### src/rtl/otter_dmem_arbiter_if.sv
// rtl/otter_dmem_arbiter_if.sv - request/grant and memory data-port bundle for the dmem arbiter
interface otter_dmem_arbiter_if;
    logic        cpu_req;
    logic        cpu_we;
    logic [31:0] cpu_addr;
    logic [31:0] cpu_din;
    logic [1:0]  cpu_size;
    logic        cpu_sign;
    logic        cpu_gnt;
    logic        cpu_rvalid;
    logic [31:0] cpu_rdata;

    logic        dma_req;
    logic        dma_we;
    logic [31:0] dma_addr;
    logic [31:0] dma_din;
    logic [1:0]  dma_size;
    logic        dma_sign;
    logic        dma_gnt;
    logic        dma_rvalid;
    logic [31:0] dma_rdata;

    logic [31:0] mem_addr2;
    logic [31:0] mem_din2;
    logic        mem_write2;
    logic        mem_read2;
    logic [1:0]  mem_size;
    logic        mem_sign;
    logic [31:0] mem_dout2;

    modport slave (
        input  cpu_req, cpu_we, cpu_addr, cpu_din, cpu_size, cpu_sign,
        output cpu_gnt, cpu_rvalid, cpu_rdata,
        input  dma_req, dma_we, dma_addr, dma_din, dma_size, dma_sign,
        output dma_gnt, dma_rvalid, dma_rdata,
        output mem_addr2, mem_din2, mem_write2, mem_read2, mem_size, mem_sign,
        input  mem_dout2
    );

    modport master (
        output cpu_req, cpu_we, cpu_addr, cpu_din, cpu_size, cpu_sign,
        input  cpu_gnt, cpu_rvalid, cpu_rdata,
        output dma_req, dma_we, dma_addr, dma_din, dma_size, dma_sign,
        input  dma_gnt, dma_rvalid, dma_rdata,
        input  mem_addr2, mem_din2, mem_write2, mem_read2, mem_size, mem_sign,
        output mem_dout2
    );
endinterface

### src/rtl/otter_dmem_arbiter.sv
// rtl/otter_dmem_arbiter.sv - CPU-priority two-master arbiter for the OTTER data memory port
// Reads hold address/size/sign for one extra cycle so the memory's output slicer sees stable inputs.
module otter_dmem_arbiter #(
    parameter int STARVE_LIMIT = 4
) (
    input  logic                 clk,
    input  logic                 rst_n,
    otter_dmem_arbiter_if.slave  bus
);
    typedef enum logic {IDLE, RD_WAIT} state_t;

    localparam int CW = $clog2(STARVE_LIMIT + 1);
    localparam logic [CW-1:0] LIMIT = CW'(STARVE_LIMIT);

    state_t        state_q, state_d;
    logic [CW-1:0] starve_q, starve_d;
    logic [31:0]   rd_addr_q, rd_addr_d;
    logic [1:0]    rd_size_q, rd_size_d;
    logic          rd_sign_q, rd_sign_d;
    logic          rd_owner_q, rd_owner_d;
    logic          cpu_rvalid_q, cpu_rvalid_d;
    logic          dma_rvalid_q, dma_rvalid_d;
    logic [31:0]   cpu_rdata_q, cpu_rdata_d;
    logic [31:0]   dma_rdata_q, dma_rdata_d;

    logic          dma_win;
    logic          cpu_win;
    logic          win_we;
    logic [31:0]   win_addr;
    logic [31:0]   win_din;
    logic [1:0]    win_size;
    logic          win_sign;

    always_comb begin
        state_d      = state_q;
        starve_d     = starve_q;
        rd_addr_d    = rd_addr_q;
        rd_size_d    = rd_size_q;
        rd_sign_d    = rd_sign_q;
        rd_owner_d   = rd_owner_q;
        cpu_rvalid_d = 1'b0;
        dma_rvalid_d = 1'b0;
        cpu_rdata_d  = cpu_rdata_q;
        dma_rdata_d  = dma_rdata_q;
        dma_win      = 1'b0;
        cpu_win      = 1'b0;

        bus.cpu_gnt    = 1'b0;
        bus.dma_gnt    = 1'b0;
        bus.mem_addr2  = 32'h0;
        bus.mem_din2   = 32'h0;
        bus.mem_write2 = 1'b0;
        bus.mem_read2  = 1'b0;
        bus.mem_size   = 2'd2;
        bus.mem_sign   = 1'b0;

        // Grants are gated by rst_n so the strobes drop the moment reset asserts.
        if (state_q == IDLE && rst_n) begin
            dma_win = bus.dma_req && (!bus.cpu_req || starve_q == LIMIT);
            cpu_win = bus.cpu_req && !dma_win;
        end

        win_we   = dma_win ? bus.dma_we   : bus.cpu_we;
        win_addr = dma_win ? bus.dma_addr : bus.cpu_addr;
        win_din  = dma_win ? bus.dma_din  : bus.cpu_din;
        win_size = dma_win ? bus.dma_size : bus.cpu_size;
        win_sign = dma_win ? bus.dma_sign : bus.cpu_sign;

        case (state_q)
            IDLE: begin
                if (dma_win || cpu_win) begin
                    bus.cpu_gnt    = cpu_win;
                    bus.dma_gnt    = dma_win;
                    bus.mem_addr2  = win_addr;
                    bus.mem_din2   = win_din;
                    bus.mem_size   = win_size;
                    bus.mem_sign   = win_sign;
                    bus.mem_write2 = win_we;
                    bus.mem_read2  = !win_we;
                    if (!win_we) begin
                        rd_addr_d  = win_addr;
                        rd_size_d  = win_size;
                        rd_sign_d  = win_sign;
                        rd_owner_d = dma_win;
                        state_d    = RD_WAIT;
                    end
                end
            end
            RD_WAIT: begin
                bus.mem_addr2 = rd_addr_q;
                bus.mem_size  = rd_size_q;
                bus.mem_sign  = rd_sign_q;
                if (rd_owner_q) begin
                    dma_rvalid_d = 1'b1;
                    dma_rdata_d  = bus.mem_dout2;
                end else begin
                    cpu_rvalid_d = 1'b1;
                    cpu_rdata_d  = bus.mem_dout2;
                end
                state_d = IDLE;
            end
            default: state_d = IDLE;
        endcase

        // Counts CPU grants that passed over a waiting DMA request.
        if (!bus.dma_req || dma_win) begin
            starve_d = '0;
        end else if (cpu_win && starve_q != LIMIT) begin
            starve_d = starve_q + CW'(1);
        end
    end

    always_ff @(posedge clk or negedge rst_n) begin
        if (!rst_n) begin
            state_q      <= IDLE;
            starve_q     <= '0;
            rd_addr_q    <= 32'h0;
            rd_size_q    <= 2'd2;
            rd_sign_q    <= 1'b0;
            rd_owner_q   <= 1'b0;
            cpu_rvalid_q <= 1'b0;
            dma_rvalid_q <= 1'b0;
            cpu_rdata_q  <= 32'h0;
            dma_rdata_q  <= 32'h0;
        end else begin
            state_q      <= state_d;
            starve_q     <= starve_d;
            rd_addr_q    <= rd_addr_d;
            rd_size_q    <= rd_size_d;
            rd_sign_q    <= rd_sign_d;
            rd_owner_q   <= rd_owner_d;
            cpu_rvalid_q <= cpu_rvalid_d;
            dma_rvalid_q <= dma_rvalid_d;
            cpu_rdata_q  <= cpu_rdata_d;
            dma_rdata_q  <= dma_rdata_d;
        end
    end

    assign bus.cpu_rvalid = cpu_rvalid_q;
    assign bus.dma_rvalid = dma_rvalid_q;
    assign bus.cpu_rdata  = cpu_rdata_q;
    assign bus.dma_rdata  = dma_rdata_q;
endmodule
### src/flat_wrapper.sv
// flat-port wrapper written by rule: the top's interface ports become plain ports
module otter_dmem_arbiter_flat 
#(
    parameter int STARVE_LIMIT = 4
)
  (clk, rst_n, bus_cpu_req, bus_cpu_we, bus_cpu_addr, bus_cpu_din, bus_cpu_size, bus_cpu_sign, bus_cpu_gnt, bus_cpu_rvalid, bus_cpu_rdata, bus_dma_req, bus_dma_we, bus_dma_addr, bus_dma_din, bus_dma_size, bus_dma_sign, bus_dma_gnt, bus_dma_rvalid, bus_dma_rdata, bus_mem_addr2, bus_mem_din2, bus_mem_write2, bus_mem_read2, bus_mem_size, bus_mem_sign, bus_mem_dout2);
  otter_dmem_arbiter_if bus_i ();
  input  logic clk;
  input  logic rst_n;
  input wire logic [$bits(bus_i.cpu_req)-1:0] bus_cpu_req;
  input wire logic [$bits(bus_i.cpu_we)-1:0] bus_cpu_we;
  input wire logic [$bits(bus_i.cpu_addr)-1:0] bus_cpu_addr;
  input wire logic [$bits(bus_i.cpu_din)-1:0] bus_cpu_din;
  input wire logic [$bits(bus_i.cpu_size)-1:0] bus_cpu_size;
  input wire logic [$bits(bus_i.cpu_sign)-1:0] bus_cpu_sign;
  output wire logic [$bits(bus_i.cpu_gnt)-1:0] bus_cpu_gnt;
  output wire logic [$bits(bus_i.cpu_rvalid)-1:0] bus_cpu_rvalid;
  output wire logic [$bits(bus_i.cpu_rdata)-1:0] bus_cpu_rdata;
  input wire logic [$bits(bus_i.dma_req)-1:0] bus_dma_req;
  input wire logic [$bits(bus_i.dma_we)-1:0] bus_dma_we;
  input wire logic [$bits(bus_i.dma_addr)-1:0] bus_dma_addr;
  input wire logic [$bits(bus_i.dma_din)-1:0] bus_dma_din;
  input wire logic [$bits(bus_i.dma_size)-1:0] bus_dma_size;
  input wire logic [$bits(bus_i.dma_sign)-1:0] bus_dma_sign;
  output wire logic [$bits(bus_i.dma_gnt)-1:0] bus_dma_gnt;
  output wire logic [$bits(bus_i.dma_rvalid)-1:0] bus_dma_rvalid;
  output wire logic [$bits(bus_i.dma_rdata)-1:0] bus_dma_rdata;
  output wire logic [$bits(bus_i.mem_addr2)-1:0] bus_mem_addr2;
  output wire logic [$bits(bus_i.mem_din2)-1:0] bus_mem_din2;
  output wire logic [$bits(bus_i.mem_write2)-1:0] bus_mem_write2;
  output wire logic [$bits(bus_i.mem_read2)-1:0] bus_mem_read2;
  output wire logic [$bits(bus_i.mem_size)-1:0] bus_mem_size;
  output wire logic [$bits(bus_i.mem_sign)-1:0] bus_mem_sign;
  input wire logic [$bits(bus_i.mem_dout2)-1:0] bus_mem_dout2;
  assign bus_i.cpu_req = bus_cpu_req;
  assign bus_i.cpu_we = bus_cpu_we;
  assign bus_i.cpu_addr = bus_cpu_addr;
  assign bus_i.cpu_din = bus_cpu_din;
  assign bus_i.cpu_size = bus_cpu_size;
  assign bus_i.cpu_sign = bus_cpu_sign;
  assign bus_cpu_gnt = bus_i.cpu_gnt;
  assign bus_cpu_rvalid = bus_i.cpu_rvalid;
  assign bus_cpu_rdata = bus_i.cpu_rdata;
  assign bus_i.dma_req = bus_dma_req;
  assign bus_i.dma_we = bus_dma_we;
  assign bus_i.dma_addr = bus_dma_addr;
  assign bus_i.dma_din = bus_dma_din;
  assign bus_i.dma_size = bus_dma_size;
  assign bus_i.dma_sign = bus_dma_sign;
  assign bus_dma_gnt = bus_i.dma_gnt;
  assign bus_dma_rvalid = bus_i.dma_rvalid;
  assign bus_dma_rdata = bus_i.dma_rdata;
  assign bus_mem_addr2 = bus_i.mem_addr2;
  assign bus_mem_din2 = bus_i.mem_din2;
  assign bus_mem_write2 = bus_i.mem_write2;
  assign bus_mem_read2 = bus_i.mem_read2;
  assign bus_mem_size = bus_i.mem_size;
  assign bus_mem_sign = bus_i.mem_sign;
  assign bus_i.mem_dout2 = bus_mem_dout2;
  otter_dmem_arbiter #(.STARVE_LIMIT(STARVE_LIMIT)) u_core (.clk(clk), .rst_n(rst_n), .bus(bus_i));
endmodule
### config.mk
export PLATFORM = sky130hd
export DESIGN_NAME = otter_dmem_arbiter_flat
export DESIGN_NICKNAME = d
export VERILOG_FILES = /design/src/rtl/otter_dmem_arbiter_if.sv /design/src/rtl/otter_dmem_arbiter.sv /design/src/flat_wrapper.sv
export SDC_FILE = /design/constraint.sdc
export NUM_CORES = 1
export LEC_CHECK = 0
export CAP_MARGIN = 20
export CORE_UTILIZATION = 35
export CTS_CLUSTER_DIAMETER = 80
export CTS_CLUSTER_SIZE = 28
export DETAILED_ROUTE_END_ITERATION = 6
export MAX_ROUTING_LAYER = met4
export PLACE_DENSITY = 0.73
export SLEW_MARGIN = 40
export SYNTH_ARGS = -nofsm -noshare
export SYNTH_HDL_FRONTEND = slang
export SYNTH_SLANG_ARGS = --single-unit
### constraint.sdc
create_clock -name clk -period 2.8 [get_ports clk]
set_input_delay 0.56 -clock clk [delete_from_list [all_inputs] [get_ports clk]]
set_output_delay 0.56 -clock clk [all_outputs]
set_load 0.01 [all_outputs]
After elaboration in Yosys (flattened, before gate mapping)
Cells that the tools add are included.
{"block": "op_classes", "bitwise_logic": 3, "eq_ne": 2, "addsub": 1, "reduce_logical": 15, "muxes": 32}
{"operator": "2-to-1 mux 32 bit", "n": 5}
{"operator": "one-hot mux 32 bit (2 select lines)", "n": 1}
{"operator": "2-to-1 mux 1 bit", "n": 19}
{"operator": "2-to-1 mux 3 bit", "n": 2}
{"operator": "logical AND 1 bit", "n": 4}
{"operator": "logical NOT 1 bit", "n": 4}
{"operator": "2-to-1 mux 2 bit", "n": 2}
{"operator": "one-hot mux 1 bit (2 select lines)", "n": 2}
{"operator": "one-hot mux 2 bit (2 select lines)", "n": 1}
{"operator": "AND reduction 2 bit", "n": 2}
{"operator": "adder 3 x 1 -> 3 bit (second input constant)", "n": 1}
{"operator": "== test 3 bit (second input constant)", "n": 1}
{"operator": "logical OR 1 bit", "n": 3}
{"operator": "inequality test 3 bit (second input constant)", "n": 1}
{"operator": "NOT 1 bit", "n": 3}
{"operator": "AND reduction 3 bit", "n": 1}
{"operator": "nonzero test 2 bit", "n": 1}
{"block": "word_totals", "wordCells": 63, "input_bits": 172, "register_bits": 106}

Logic depth before layout (Yosys ltp)
{"block": "logic_depth", "word_depth": 9, "ltp_mapped": 8}

Worst setup path before layout
Ideal clock, no wire load.
{"block": "synth_timing", "path_kind": "input to output", "from": "in bus_dma_req", "to": "out bus_mem_din2[22]", "setup_slack_ps": 547, "cell_stages": 6, "arrival_time_ps": 1693, "cell_sequence": "buf_6 -> and3_4 -> nor3b_2 -> buf_2 -> buf_2 -> a22o_1"}
{"block": "synth_via", "elab_chain_len": 7, "word_cells_on_any_way": 9}
{"item": "start: declaration", "line_no": "flat_wrapper.sv:19", "text": "input wire logic [$bits(bus_i.dma_req)-1:0] bus_dma_req;"}
{"item": "logical AND 1 bit *", "line_no": "otter_dmem_arbiter.sv:59", "text": "dma_win = bus.dma_req && (!bus.cpu_req || starve_q == LIMIT);"}
{"item": "logical NOT 1 bit", "line_no": "otter_dmem_arbiter.sv:60", "text": "cpu_win = bus.cpu_req && !dma_win;"}
{"item": "logical AND 1 bit", "line_no": "otter_dmem_arbiter.sv:60"}
{"item": "2-to-1 mux 1 bit", "line_no": "otter_dmem_arbiter.sv:58", "text": "if (state_q == IDLE && rst_n) begin"}
{"item": "logical OR 1 bit", "line_no": "otter_dmem_arbiter.sv:71", "text": "if (dma_win || cpu_win) begin"}
{"item": "2-to-1 mux 32 bit *", "line_no": "otter_dmem_arbiter.sv:71"}
{"item": "2-to-1 mux 32 bit *", "line_no": "otter_dmem_arbiter.sv:69", "text": "case (state_q)"}
{"item": "end: declaration", "line_no": "flat_wrapper.sv:29", "text": "output wire logic [$bits(bus_i.mem_din2)-1:0] bus_mem_din2;"}
Every way passes the cells marked *; elsewhere a longest branch is shown, timed or not.

Worst setup path in the final report
{"block": "layout_timing", "from": "reg u_core.starve_q[1]", "to": "out bus_mem_din2[22]"}
{"block": "layout_via", "elab_chain_len": 9, "word_cells_on_any_way": 11}
{"item": "start: declaration", "line_no": "otter_dmem_arbiter.sv:16", "text": "logic [CW-1:0] starve_q, starve_d;"}
{"item": "start signal: assignment", "line_no": "otter_dmem_arbiter.sv:127", "text": "starve_q <= starve_d;"}
{"item": "== test 3 bit *", "line_no": "otter_dmem_arbiter.sv:59"}
{"item": "logical OR 1 bit *", "line_no": "otter_dmem_arbiter.sv:59"}
{"item": "logical AND 1 bit *", "line_no": "otter_dmem_arbiter.sv:59"}
{"item": "logical NOT 1 bit", "line_no": "otter_dmem_arbiter.sv:60"}
{"item": "logical AND 1 bit", "line_no": "otter_dmem_arbiter.sv:60"}
{"item": "2-to-1 mux 1 bit", "line_no": "otter_dmem_arbiter.sv:58"}
{"item": "logical OR 1 bit", "line_no": "otter_dmem_arbiter.sv:71"}
{"item": "2-to-1 mux 32 bit *", "line_no": "otter_dmem_arbiter.sv:71"}
{"item": "2-to-1 mux 32 bit *", "line_no": "otter_dmem_arbiter.sv:69"}
Marks and branches as above.

==> results.rst <==
.. list-table::
   :header-rows: 1

   * - Metric
     - Value
   * - Signed area change from the synthesized netlist to the final layout
     - 65.6%
   * - Vias after detailed routing
     - 5421
   * - CTS tree
     - done
   * - WS Path Type
     - reg2out
   * - Clock H-tree levels
     - 3
   * - Count of antenna-violating nets left after detailed routing
     - 0
   * - Clock network fraction of design power
     - 0.214
   * - Worst path required time
     - 2.24 ns
   * - Cell Count Post-Placement
     - 1005
   * - Maximum clock rate
     - 368 MHz
   * - Hold crit path type
     - in2async
   * - Count of pins on the block boundary
     - 309
   * - Fraction of power spent switching nets
     - 0.296
   * - Total power per unit cell area
     - 608 mW/mm²
   * - Number of buffers added by the clock tree synthesis step
     - 9
   * - Setup repair after global routing missed its margin
     - false
   * - Nets in the synthesized netlist
     - 673
   * - Number of optimization iterations in the first detailed-route pass
     - 4
   * - Synth top area share
     - 0.461
   * - # rows
     - 46
   * - Starting DRT DRC Count
     - 278
   * - Final worst path period need
     - 2.72 ns
   * - Endpoints failing hold
     - 0
   * - Layout cell share with drive strength beyond 1
     - 0.200
   * - Final number of max-transition violations
     - 0
   * - Synth warn
     - 0
   * - Maximum clock insertion buffer count
     - 2
   * - Full die area
     - 0.0168 mm²
   * - Residual DRC
     - 0
   * - First-pass GRT wire length
     - 30800 µm
   * - Initial cell density of the core
     - 0.359
   * - Async S/R FF share, synth
     - 1.00
   * - Max Cap Viol
     - 0
   * - Worst-path clk slew
     - 0.07 ns
   * - Launch instance of the worst register-to-register path
     - u_core.state_q$_DFF_PN0_
   * - Number of antenna violations at the first check in global routing
     - 1
   * - Core utilization of the finished layout
     - 0.595
   * - Final wirelength
     - 20200 µm
   * - Total Neg Setup Slack
     - 0 ns
   * - Via count normalized by instance count
     - 5.28
   * - Routed length per placed instance
     - 19.6 µm
   * - Part of the Yosys area used for sequential elements
     - 0.465
   * - Cell-internal power
     - slightly above 4 mW
   * - Post-route fraction of the period consumed by the critical path
     - 0.972
   * - Gate power share
     - 0.396
   * - Slew at the pin closest to its max-slew limit
     - 0.661 ns
   * - Via count of the first global-routing pass
     - ~5800
   * - Headroom to the max-slew limit
     - 0.560
   * - Cell type with the largest total area after synthesis
     - dfrtp_1
   * - Max VDD drop
     - 0.606 mV
   * - Final instance count without filler cells
     - 1027
   * - Register bit total from synthesis
     - 106
   * - Gr ovfl total
     - 0
   * - Netlist area before placement
     - between 0.005 and 0.006 mm²
   * - Max FO, Critical Path
     - 22
   * - Die width
     - 130 µm
   * - Distinct cell type count after synthesis
     - 34
   * - Clock tree root buffer cell
     - clkbuf_16
   * - Count of flip-flops with a built-in enable after synthesis
     - 0
   * - Overall die height
     - 130 µm
   * - Placer Congestion
     - just under 0.9
   * - Final clock skew
     - 0.00437 ns
   * - Number of buffers added to fix hold violations after cts
     - 0
   * - Latest clock arrival within the worst-skew pair
     - 0.34 ns
   * - Startpoint Class
     - flop
   * - Hold slack final
     - 0.145 ns
   * - Number of instances in the synthesized netlist
     - 499
   * - Worst r2r path cells
     - 5
   * - Kind of end point of the critical path
     - primary output
   * - Worst flop-to-flop path endpoint
     - u_core.rd_addr_q[13]$_DFFE_PN0P_
   * - Number of sinks on the clock net
     - around 110
   * - Number of nets in the final layout
     - 979
   * - Setup WS post-layout
     - 0.0791 ns
   * - Largest net degree at the start of global routing
     - 53
   * - Average instance area after synthesis
     - ~11 µm²
   * - Minimum setup slack among reg-to-reg paths
     - 0.74 ns
   * - Outcome
     - finished, final reports clean
   * - Port Buffers
     - 308
   * - Leakage component of the power
     - between 4 and 5 nW
   * - Sequential fraction of design power
     - 0.390
   * - Final setup viols
     - 0
   * - Total routing usage reported by global routing
     - 0.248
   * - Detail Placement HPWL
     - roughly 15000 µm
   * - Post-place setup slack
     - -0.315 ns
   * - Arrival time reported for the critical path endpoint
     - 2.16 ns
   * - Switching power total
     - ~1.7 mW
   * - Top cells by area, synth
     - dfrtp_1, mux2_2, a311oi_2, nor3_1, a221o_1
   * - Most used flip-flop cell after synthesis
     - dfrtp_1
   * - Area of the core region
     - 0.0159 mm²
## cells in the final DEF (no fill, tap or decap), types with 2 or more instances in the layout
cell             count
clkdlybuf4s50_1    234
dfrtp_1            105
nor3_1              70
mux2_2              64
inv_1               40
and2_1              34
a221o_1             34
clkdlybuf4s15_1     33
a22o_1              32
dlygate4sd2_1       30
a311oi_2            28
buf_4               27
clkbuf_16            9
clkbuf_2             8
a311oi_1             7
buf_12               6
nand2_1              4
nor2_1               3
nand3b_1             3
a21boi_0             3
inv_6                3
or2_2                2
o21ai_0              2
dlymetal6s2s_1       2
buf_6                2
## how the worst max path moves through the flow
stage                                               from                end  slack, ns  cells past startpoint
after floorplan                              bus_dma_req   bus_mem_din2[22]       0.55                      6
after detailed placement                     bus_dma_req  bus_mem_addr2[30]      -0.32                      7
after global placement                       bus_cpu_req   bus_mem_din2[23]      -0.28                      7
after CTS                 u_core.starve_q[0]$_DFFE_PN0P_   bus_mem_din2[11]      0.003                      8
final                     u_core.starve_q[1]$_DFFE_PN0P_   bus_mem_din2[22]       0.08                      8
after global routing      u_core.starve_q[1]$_DFFE_PN0P_  bus_mem_addr2[13]     0.0003                      8
## state kept, by name (all words and copies together) (netlist names)
signal	flops
u_core.rd_owner_q	1
u_core.rd_size_q	2
u_core.bus.dma_rvalid	1
u_core.rd_sign_q	1
u_core.starve_q	3
u_core.state_q	1
u_core.bus.dma_rdata	32
u_core.rd_addr_q	32
u_core.bus.cpu_rdata	32
u_core.bus.cpu_rvalid	1
## critical path, cell delays in order (launching register included)
cell and delay [ns]:
dfrtp_1 0.37, inv_1 0.08, ha_4 0.18, and3_4 0.16, nor3b_4 0.26, buf_12 0.17, buf_12 0.15, a22o_1 0.15
dlygate4sd2_1 0.28
## cell families (layout without fill, tap and decap cells)
kind of cell | count (synthesis) | in the layout | share of synthesized area
and+or+nand+nor | 127 | 127 | 0.125
adders and majority gates | 2 | 2 | 0.00439
buffers and inverters | 90 | 401 | 0.0737
muxes | 64 | 64 | 0.126
AOI/OAI and AO/OA | 110 | 110 | 0.205
DFF | 106 | 106 | 0.465
other | 0 | 1 | 0
## Yosys cell counts (2+ instances only)
cell type and instances:
a21boi_0 3, a221o_1 34, a22o_1 32, a311oi_1 7, a311oi_2 28, and2_1 34, buf_2 15, buf_4 3
buf_6 7, clkbuf_1 24, dfrtp_1 105, ha_1 2, inv_1 41, mux2_2 64, nand2_1 4, nand3b_1 3
nand4bb_1 2, nor2_1 3, nor3_1 71, o21ai_0 2, or2_1 2
## layer usage
layer | vias up | wire, µm | GRT usage
met5 | - | 0 | -
li1 | 2487 | - | -
met4 | 0 | 512 | 0.112
met3 | 38 | 1680 | 0.0661
met1 | 2657 | 7660 | 0.264
met2 | 239 | 10300 | 0.429
## power by group through the flow
stage                     registers (mW)  logic, mW  clock network (mW)
after floorplan                     2.40      0.749                   0
after global placement              2.22       2.28                   0
after detailed placement            2.26       2.32                   0
after CTS                           2.24       2.29                1.27
after global routing                2.29       2.43                1.33
final                               2.24       2.28                1.23
## timing repair
item | in CTS | in global routing
resized for setup | 76 | 53
gates cloned | 1 | 0
endpoints found under the setup margin | 71 | 44
buffers inserted | 4 | 0
pin swaps | 2 | 1
## per-stage QoR
| step | total power [mW] | instance area, µm² |
|---|---|---|
| floorplan | 3.15 | 5700 |
| global placement | 4.51 | 9120 |
| detailed placement | 4.58 | 9120 |
| CTS | 5.80 | 9420 |
| global route | 6.06 | 9450 |
| finish | 5.74 | 9450 |
## final cells by class
cell class                      instances  area (µm²)
Antenna cell                            1        2.50
Clock buffer                           11         243
Clock inverter                          5        45.0
Fill cell                            1302        6440
Inverter                               41         154
Multi-Input combinational cell        303        2670
Sequential cell                       106        2650
Tap cell                              216         270
Timing Repair Buffer                  344        3410
Note: power is estimated with default switching activity, not from simulation.
